## config.mk

```make
export PLATFORM = sky130hd
export DESIGN_NAME = seq_detect_scheduler_flat
export DESIGN_NICKNAME = d
export VERILOG_FILES = /design/src/rtl/seq_det_pkg.sv /design/src/rtl/seq_detect_scheduler_if.sv /design/src/rtl/rr_arbiter.sv /design/src/rtl/seq_detect_scheduler.sv /design/src/flat_wrapper.sv
export SDC_FILE = /design/constraint.sdc
export NUM_CORES = 1
export LEC_CHECK = 0
export CAP_MARGIN = 30
export CORE_UTILIZATION = 50
export DETAILED_ROUTE_END_ITERATION = 16
export DONT_BUFFER_PORTS = 1
export HOLD_SLACK_MARGIN = 0.1
export PLACE_DENSITY = 0.66
export SLEW_MARGIN = 20
export SYNTH_ARGS = -nofsm -noshare
export SYNTH_HDL_FRONTEND = slang
export SYNTH_SLANG_ARGS = --single-unit
```

## constraint.sdc

```tcl
create_clock -name clk -period 13.2 [get_ports clk]
set_clock_uncertainty 0.15 [all_clocks]
set_input_delay 0.66 -clock clk [delete_from_list [all_inputs] [get_ports clk]]
set_output_delay 0.66 -clock clk [all_outputs]
set_load 0.01 [all_outputs]
```

## src/rtl/seq_det_pkg.sv

```systemverilog
// rtl/seq_det_pkg.sv - state encoding and next-state helpers for the shared "11" detector
package seq_det_pkg;

    localparam logic [1:0] ST_ZERO  = 2'd0;
    localparam logic [1:0] ST_ONE1  = 2'd1;
    localparam logic [1:0] ST_TWO1S = 2'd2;

    // Moore "11" detector transition; the unused code 3 recovers to ZERO
    function automatic logic [1:0] seq_det_next(input logic [1:0] state, input logic in_bit);
        logic [1:0] nxt;
        case (state)
            ST_ZERO:  nxt = in_bit ? ST_ONE1  : ST_ZERO;
            ST_ONE1:  nxt = in_bit ? ST_TWO1S : ST_ZERO;
            ST_TWO1S: nxt = in_bit ? ST_TWO1S : ST_ZERO;
            default:  nxt = ST_ZERO;
        endcase
        return nxt;
    endfunction

    function automatic logic seq_det_hit(input logic [1:0] state);
        return state == ST_TWO1S;
    endfunction

endpackage

```

## src/rtl/seq_detect_scheduler_if.sv

```systemverilog
// rtl/seq_detect_scheduler_if.sv - channel request and detection report bundle
interface seq_detect_scheduler_if #(
    parameter int NUM_CH = 4,
    parameter int CH_W   = $clog2(NUM_CH),
    parameter int CNT_W  = 16
);
    logic [NUM_CH-1:0] ch_valid;
    logic [NUM_CH-1:0] ch_bit;
    logic [NUM_CH-1:0] ch_ready;
    logic [NUM_CH-1:0] ch_clear;
    logic              det_valid;
    logic [CH_W-1:0]   det_ch;
    logic [1:0]        det_state;
    logic [CNT_W-1:0]  det_count;

    // serial sources and event consumer side
    modport master (
        output ch_valid, ch_bit, ch_clear,
        input  ch_ready, det_valid, det_ch, det_state, det_count
    );

    // scheduler side
    modport slave (
        input  ch_valid, ch_bit, ch_clear,
        output ch_ready, det_valid, det_ch, det_state, det_count
    );
endinterface

```

## src/rtl/rr_arbiter.sv

```systemverilog
// rtl/rr_arbiter.sv - combinational round-robin grant starting after the last winner
module rr_arbiter #(
    parameter int NUM_CH = 4,
    parameter int CH_W   = $clog2(NUM_CH)
) (
    input  logic [NUM_CH-1:0] req,
    input  logic [CH_W-1:0]   ptr,
    output logic [NUM_CH-1:0] grant,
    output logic [CH_W-1:0]   grant_idx,
    output logic              grant_any
);
    logic [CH_W-1:0] cand;

    // scan ptr+1, ptr+2, ... wrapping; the first requester wins
    always_comb begin
        grant     = '0;
        grant_idx = '0;
        grant_any = 1'b0;
        cand      = '0;
        for (int k = 1; k <= NUM_CH; k++) begin
            cand = CH_W'((int'(ptr) + k) % NUM_CH);
            if (!grant_any && req[cand]) begin
                grant_any   = 1'b1;
                grant[cand] = 1'b1;
                grant_idx   = cand;
            end
        end
    end
endmodule

```

## src/rtl/seq_detect_scheduler.sv

```systemverilog
// rtl/seq_detect_scheduler.sv - one "11" detector time-shared across NUM_CH serial streams
module seq_detect_scheduler
    import seq_det_pkg::*;
#(
    parameter int NUM_CH = 4,
    parameter int CH_W   = $clog2(NUM_CH),
    parameter int CNT_W  = 16
) (
    input  logic                 clk,
    input  logic                 reset,
    seq_detect_scheduler_if.slave bus
);
    logic [CH_W-1:0]   rr_ptr;
    logic [CH_W-1:0]   grant_idx;
    logic [NUM_CH-1:0] grant;
    logic              grant_any;
    logic [1:0]        acc_state;
    logic [1:0]        ch_state      [NUM_CH];
    logic [1:0]        ch_state_next [NUM_CH];
    logic              det_valid_q;
    logic [CH_W-1:0]   det_ch_q;
    logic [1:0]        det_state_q;
    logic [CNT_W-1:0]  det_count_q;

    rr_arbiter #(
        .NUM_CH (NUM_CH),
        .CH_W   (CH_W)
    ) u_arb (
        .req       (bus.ch_valid),
        .ptr       (rr_ptr),
        .grant     (grant),
        .grant_idx (grant_idx),
        .grant_any (grant_any)
    );

    assign bus.ch_ready  = grant;
    assign bus.det_valid = det_valid_q;
    assign bus.det_ch    = det_ch_q;
    assign bus.det_state = det_state_q;
    assign bus.det_count = det_count_q;

    // new state of the granted channel; a clear on that channel overrides the bit
    always_comb begin
        acc_state = seq_det_next(ch_state[grant_idx], bus.ch_bit[grant_idx]);
        if (bus.ch_clear[grant_idx]) begin
            acc_state = ST_ZERO;
        end
    end

    // only the granted channel and cleared channels move; all others hold
    always_comb begin
        for (int j = 0; j < NUM_CH; j++) begin
            ch_state_next[j] = ch_state[j];
            if (grant_any && grant[j]) begin
                ch_state_next[j] = acc_state;
            end
            if (bus.ch_clear[j]) begin
                ch_state_next[j] = ST_ZERO;
            end
        end
    end

    // per-channel detector state storage
    always_ff @(posedge clk) begin
        for (int j = 0; j < NUM_CH; j++) begin
            if (reset) begin
                ch_state[j] <= ST_ZERO;
            end else begin
                ch_state[j] <= ch_state_next[j];
            end
        end
    end

    // pointer and detection report; report fields hold between transfers, the pulse does not
    always_ff @(posedge clk) begin
        if (reset) begin
            rr_ptr      <= CH_W'(NUM_CH - 1);
            det_valid_q <= 1'b0;
            det_ch_q    <= '0;
            det_state_q <= ST_ZERO;
        end else if (grant_any) begin
            rr_ptr      <= grant_idx;
            det_valid_q <= seq_det_hit(acc_state);
            det_ch_q    <= grant_idx;
            det_state_q <= acc_state;
        end else begin
            det_valid_q <= 1'b0;
        end
    end

    // saturating count of detection pulses, advancing on the edge that raises det_valid
    always_ff @(posedge clk) begin
        if (reset) begin
            det_count_q <= '0;
        end else if (grant_any && seq_det_hit(acc_state) && (det_count_q != '1)) begin
            det_count_q <= det_count_q + 1'b1;
        end
    end
endmodule

```

## src/flat_wrapper.sv

```systemverilog
// flat-port wrapper written by rule: the top's interface ports become plain ports
module seq_detect_scheduler_flat import seq_det_pkg::*;
#(
    parameter int NUM_CH = 4,
    parameter int CH_W   = $clog2(NUM_CH),
    parameter int CNT_W  = 16
)
  (clk, reset, bus_ch_valid, bus_ch_bit, bus_ch_clear, bus_ch_ready, bus_det_valid, bus_det_ch, bus_det_state, bus_det_count);
  seq_detect_scheduler_if #(.NUM_CH(NUM_CH), .CH_W(CH_W), .CNT_W(CNT_W)) bus_i ();
  input  logic clk;
  input  logic reset;
  input wire logic [$bits(bus_i.ch_valid)-1:0] bus_ch_valid;
  input wire logic [$bits(bus_i.ch_bit)-1:0] bus_ch_bit;
  input wire logic [$bits(bus_i.ch_clear)-1:0] bus_ch_clear;
  output wire logic [$bits(bus_i.ch_ready)-1:0] bus_ch_ready;
  output wire logic [$bits(bus_i.det_valid)-1:0] bus_det_valid;
  output wire logic [$bits(bus_i.det_ch)-1:0] bus_det_ch;
  output wire logic [$bits(bus_i.det_state)-1:0] bus_det_state;
  output wire logic [$bits(bus_i.det_count)-1:0] bus_det_count;
  assign bus_i.ch_valid = bus_ch_valid;
  assign bus_i.ch_bit = bus_ch_bit;
  assign bus_i.ch_clear = bus_ch_clear;
  assign bus_ch_ready = bus_i.ch_ready;
  assign bus_det_valid = bus_i.det_valid;
  assign bus_det_ch = bus_i.det_ch;
  assign bus_det_state = bus_i.det_state;
  assign bus_det_count = bus_i.det_count;
  seq_detect_scheduler #(.NUM_CH(NUM_CH), .CH_W(CH_W), .CNT_W(CNT_W)) u_core (.clk(clk), .reset(reset), .bus(bus_i));
endmodule
```

# Word level (Yosys, flattened, before mapping)
# Memories as Yosys holds them, arrays and structs flattened.
# Index checks and enable logic that the tools add are counted.
[totals] ff_bits=23 ram_bits=8 in_bits=14 elab_cells=110 mem_count=1
[classes] n_addsub=5 magnitude_cmp=9 n_eq_ne=8 mux=51 bitwise_logic=8 reduce_logical=23
[mem_list] memory="u_core.ch_state" depth=4 width=2 read_ports=1 rd_clocked_by_memory_dff=0 wr=4 line="seq_detect_scheduler.sv:18" source="logic [1:0] ch_state [NUM_CH];"
[ops] op="2-bit two-way mux" n=18
[ops] op="1-bit two-way mux" n=18
[ops] op="16-bit by 1-bit adder with 16-bit output (second input constant)" n=1
[ops] op="4-bit two-way mux" n=4
[ops] op="16-bit != test (second input constant)" n=1
[ops] op="2-bit by 3-bit less-than comparator with 1-bit output (second input constant)" n=5
[ops] op="1-bit logical AND" n=13
[ops] op="1-bit binary-select mux with 2-bit select" n=6
[ops] op="4-bit OR" n=3
[ops] op="1-bit demux with 2-bit select" n=4
[ops] op="2-bit by 1-bit >= comparator with 1-bit output (second input constant)" n=4
[ops] op="2-bit != test (second input constant)" n=4
[ops] op="2-bit AND reduction" n=4
[ops] op="2-bit by 1-bit adder with 2-bit output (second input constant)" n=2
[ops] op="2-bit adder (second input constant)" n=2
[ops] op="2-bit equality test (second input constant)" n=2
[ops] op="1-bit OR" n=4
[ops] op="2-bit case mux with 2 select lines" n=1
[ops] op="2-bit OR reduction" n=2
[ops] op="1-bit logical NOT" n=3
[ops] op="2-bit by 1-bit equality test with 1-bit output (second input constant)" n=1
[ops] op="2-bit logical NOT" n=1
[ops] op="1-bit NOT" n=1

# Logic depth before layout (Yosys ltp)
[logic_depth] ltp_word=21 mapped_depth=19 mapped_depth_nobuf=17

# By module
# Synthesis repeated with hierarchy kept, for this count alone.
[hier_totals] hier_cells=255 hier_area_um2=2190.9
[by_module_without_submodules] module="seq_detect_scheduler" n_inst=1 cells_each=169 area_each_um2=1561.5 seq_area_each_um2=700.7
[by_module_without_submodules] module="rr_arbiter" n_inst=1 cells_each=86 area_each_um2=629.4 seq_area_each_um2=0.0

# Least setup slack after synthesis
# No wires, ideal clock.
[synth_path] kind="register -> register" startpoint="register u_core.rr_ptr[1]" endpoint="register u_core.det_count_q[13] (netlist: u_core.bus.det_count[13])" setup_ns=0.123 arrival_ns=4.148 required_time_ns=12.927 setup_slack_ns=8.779 stages_incl_launch_ff=18 path_buffers=1 synth_period_minus_slack_ns=4.421 cell_sequence="dfxtp_1 -> clkbuf_1 -> inv_1 -> ha_1 -> mux4_2 -> nand2b_1 -> a21oi_1 -> nor2_1 -> nor2_1 -> mux2i_1 -> mux2_2 -> ha_1 -> nor2_1 -> o2111ai_1 -> nor4_2 -> nor2_1 -> nor4_1 -> mux2_1"
[synth_via] elab_chain_cells=21 elab_cells_between_ends=42 cone_classes="add/sub (4); eq/ne (3); mux (24); reduce/logical (10); memory (1)"
[synth_lines] item="from (decl)" line="seq_detect_scheduler.sv:13" source="logic [CH_W-1:0] rr_ptr;"
[synth_lines] item="from (signal assigned)" line="seq_detect_scheduler.sv:77" source="rr_ptr <= CH_W'(NUM_CH - 1);"
[synth_lines] item="from (signal assigned)" line="seq_detect_scheduler.sv:82" source="rr_ptr <= grant_idx;"
[synth_lines] item="2-bit by 1-bit adder with 2-bit output" line="rr_arbiter.sv:21" source="cand = CH_W'((int'(ptr) + k) % NUM_CH);"
[synth_lines] item="1-bit binary-select mux with 2-bit select" line="rr_arbiter.sv:22" source="if (!grant_any && req[cand]) begin"
[synth_lines] item="1-bit two-way mux (not written as such)" line="rr_arbiter.sv:22"
[synth_lines] item="1-bit two-way mux" line="rr_arbiter.sv:22"
[synth_lines] item="1-bit logical NOT" line="rr_arbiter.sv:22"
[synth_lines] item="1-bit logical AND" line="rr_arbiter.sv:22"
[synth_lines] item="1-bit two-way mux" line="rr_arbiter.sv:22"
[synth_lines] item="1-bit logical NOT" line="rr_arbiter.sv:22"
[synth_lines] item="[4 not listed]"
[synth_lines] item="2-bit two-way mux" line="rr_arbiter.sv:22"
[synth_lines] item="memory 4 x 2 bit or 1-bit binary-select mux with 2-bit select (tied branches)"
[synth_lines] item="2-bit by 1-bit equality test with 1-bit output, or another cell as far along" line="seq_det_pkg.sv:11" source="case (state)"
[synth_lines] item="2-bit OR reduction (no line), or another cell as far along"
[synth_lines] item="2-bit case mux with 2 select lines" line="seq_det_pkg.sv:11"
[synth_lines] item="2-bit two-way mux" line="seq_detect_scheduler.sv:45" source="if (bus.ch_clear[grant_idx]) begin"
[synth_lines] item="2-bit equality test" line="seq_det_pkg.sv:21" source="return state == ST_TWO1S;"
[synth_lines] item="1-bit logical AND (*) (2 in series)" line="seq_detect_scheduler.sv:95" source="end else if (grant_any && seq_det_hit(acc_state) && (det_count_q != '1)) begin"
[synth_lines] item="to (signal assigned)" line="seq_detect_scheduler.sv:96" source="det_count_q <= det_count_q + 1'b1;"
[synth_lines] item="to (decl)" line="seq_detect_scheduler.sv:23" source="logic [CNT_W-1:0] det_count_q;"
# Mark *: on every way between the ends. The rest lies on a longest branch, timed or not. The select of a mux whose other input is x is not followed.
# A chain may end at the register's enable or synchronous reset.

# Worst setup path after layout
[layout_path] startpoint="register u_core.rr_ptr[0]" endpoint="register u_core.det_count_q[13] (netlist: u_core.bus.det_count[13])"
# The elaborated chain is that of the path after synthesis.

==> metrics.yaml <==
r2r-end: "u_core.bus.det_count[13]"
initial_core_util_pct: 52.21
yosys_warnings: 0
grt_pass1_vias: 1474
grt_max_degree: 28
cts_tree: "yes"
ir_drop_v: 0.0001792
dr.pass1.iters: 4
syn_to_final_growth_pct: 5.153
crit_type: "flip-flop to flip-flop"
synth_area_sq_um: 2088
cp.arrival_ps: 5570
critPathLaunch: "u_core.rr_ptr[0]"
rows: 23
critical_path.max_fanout: 21
wl_mm: 4.407
tns_ps: 0
crit_chain: "inv_1 > ha_1 > mux4_2 > nand2b_1 > a21oi_1 > nor2_1 > nor2_1 > mux2i_1 > mux2_2 > ha_1 > nor2_1 > o2111ai_1 > nor4_2 > nor2_1 > buf_4 > nor4_1 > mux2_1"
ff2ff_path_depth: 17
viasPerCell: 6.090
synthFlopType: "dfxtp_1"
cts_buffer_depth: 2
portBuffers: 0
required_ps: 13220
hpwl_mm: 3.224
cts_hold_buf: 0
hold_end: "u_core.bus.det_count[2]"
holdCritStartpoint: "reset"
crit_family: "simple AND/OR/NAND/NOR gates"
numClockSinks: 31
netlist_instances: 229
hold_path.class: "input port to flip-flop"
track_usage_pct: 21.72
grt_pass1_wl_mm: 7.196
synth_edf_count: 8
critPathMaxStageDelay_ps: 830
fp.dieH_microns: 66.63
clock.fmax_mhz: 180.1
setup_viol: 0
drcViolationCount: 0
drtAntennaViolNets: 0
cpMostUsedCell: "nor2_1"
drive_above_1_share_pct: 10.96
cts_buffers: 5
total_power_uw: 513.3
fin_crit_sh_pct: 42.07
r2r-start: "u_core.rr_ptr[0]"
wl_per_cell_microns: 15.85
place.gp.congestion: 0.8177
grt-ovfl-total: 0
start_kind: "flip-flop"
path_buf_inv: 2
status: "finished clean"
crit_slowest_cell: "dfxtp_1"
insertion_delay_ps: 280
async_flop_share_pct: 0
cts_root_buf: "clkbuf_8"
synthTopCellsByCount: "dfxtp_1, nor2_1, inv_1, a21oi_1, nand2_1"
netlist-cell-type-count: 49
finalHoldViolations: 0
synth_seq_cells: 31
worst_pin_slew_ps: 792.8
die_w_microns: 66.63
reg2reg_slack_ps: 7650
num_vias: 1693
endpoint_kind: "flip-flop"
io_pins: 39
seq_area_frac_synth_pct: 33.55
slew_headroom_pct: 47.08
leakagePower_uw: 0.0008616
synthTopCellsByArea: "dfxtp_1, edfxtp_1, ha_1"
slew_viol_final: 0
drtIter0Drc: 105
antenna_found_initial: 0
yosys.area.top_type: "dfxtp_1"
final_nets: 253
cp_num_cells: 17
powerDensity_nw_per_um2: 233.8
synth_top_area_share_pct: 22.05
ctsResizeCount: 0
synth.avg_cell_area_sq_um: 9.119
cts_setup_buffers: 0
synth_nets: 254
n_antenna_cell: 0
drv_cap: 0
hold_depth: 1
path_clk_slew_ps: 70
rsz0062_at_grt: "no"
finalCriticalPeriod_ps: 5553
core_area_sq_um: 4000
die-area_sq_um: 4439
htree_levels: 2
fill_cells: 373
cell usage in the layout (no fill, tap or decap), types with 5 or more instances in the layout:
master    count
o21ai_0       5
edfxtp_1      8
or4_1         6
inv_1        16
a21oi_1      14
ha_1         11
nor3b_1       5
nor2_1       23
nor3_1        6
or3_1         9
mux2i_1       8
dfxtp_1      23
nand2_1      12
nand3_1       6
clkbuf_8      6
area by class of cell:
cell class / count / area (sq um) / area share, %
timing repair buffer: 2 / 12.51 / 0.5698
tap: 50 / 62.56 / 2.849
clock inverter: 1 / 5.005 / 0.2279
sequential: 31 / 700.7 / 31.91
inverter: 16 / 60.06 / 2.735
multi-input combinational: 172 / 1272 / 57.95
clock buffer: 6 / 82.58 / 3.761
routing by layer:
| layer | track usage, % | vias to the layer above | wire length (microns) |
|---|---|---|---|
| met1 | 32.56 | 796 | 2248 |
| met5 | 0 | - | 0 |
| met2 | 29.29 | 42 | 1869 |
| met3 | 6.164 | 6 | 230 |
| li1 | - | 849 | - |
| met4 | 6.649 | 0 | 59 |
sequential cells by signal (all words and copies together), names as in the netlist:
register              flops
u_core.ch_state           8
u_core.bus.det_valid      1
u_core.bus.det_ch         2
u_core.rr_ptr             2
u_core.bus.det_state      2
u_core.bus.det_count     16
cells by family after synthesis:
kind of cell,count (synthesis),synth area share [%]
AO/OA/AOI/OAI,49,17.62
XOR/XNOR,6,2.516
adder cells (fa/ha/maj),11,6.591
buffers and inverters,26,5.512
flip-flops,31,33.55
multiplexers,16,10.49
AND/OR/NAND/NOR,90,23.73
worst max path at each step:
| stage | to | slack (ps) |
|---|---|---|
| 2_1_floorplan | u_core.bus.det_count[13] | 8780 |
| 3_3_place_gp | u_core.bus.det_count[13] | 7790 |
| 3_5_place_dp | u_core.bus.det_count[13] | 7580 |
| 4_1_cts | u_core.bus.det_count[13] | 7560 |
| 5_1_grt | u_core.bus.det_count[13] | 7100 |
| 6_report | u_core.bus.det_count[13] | 7650 |
report_power, final:
group	total (uW)	internal, uW	switching [uW]
Clock	74.5	40.8	33.7
Sequential	139	116	23.3
Combinational	299	126	174
through the flow:
| step | instances | worst slack, ps | hold WS (ps) | instance area (sq um) | utilization (%) |
|---|---|---|---|---|---|
| 6_report | 278 | 7647 | 291.1 | 2196 | 54.90 |
| 5_1_grt | 278 | 7104 | 279.9 | 2196 | 54.90 |
| 4_1_cts | 277 | 7559 | 284.7 | 2188 | 54.71 |
| 3_5_place_dp | 270 | 7578 | 339.2 | 2101 | 52.52 |
| 3_3_place_gp | 269 | 7786 | 334.6 | 2096 | 52.39 |
| 2_1_floorplan | 229 | 8779 | 326.1 | 2088 | - |
Power figures use the tool's default switching activity.
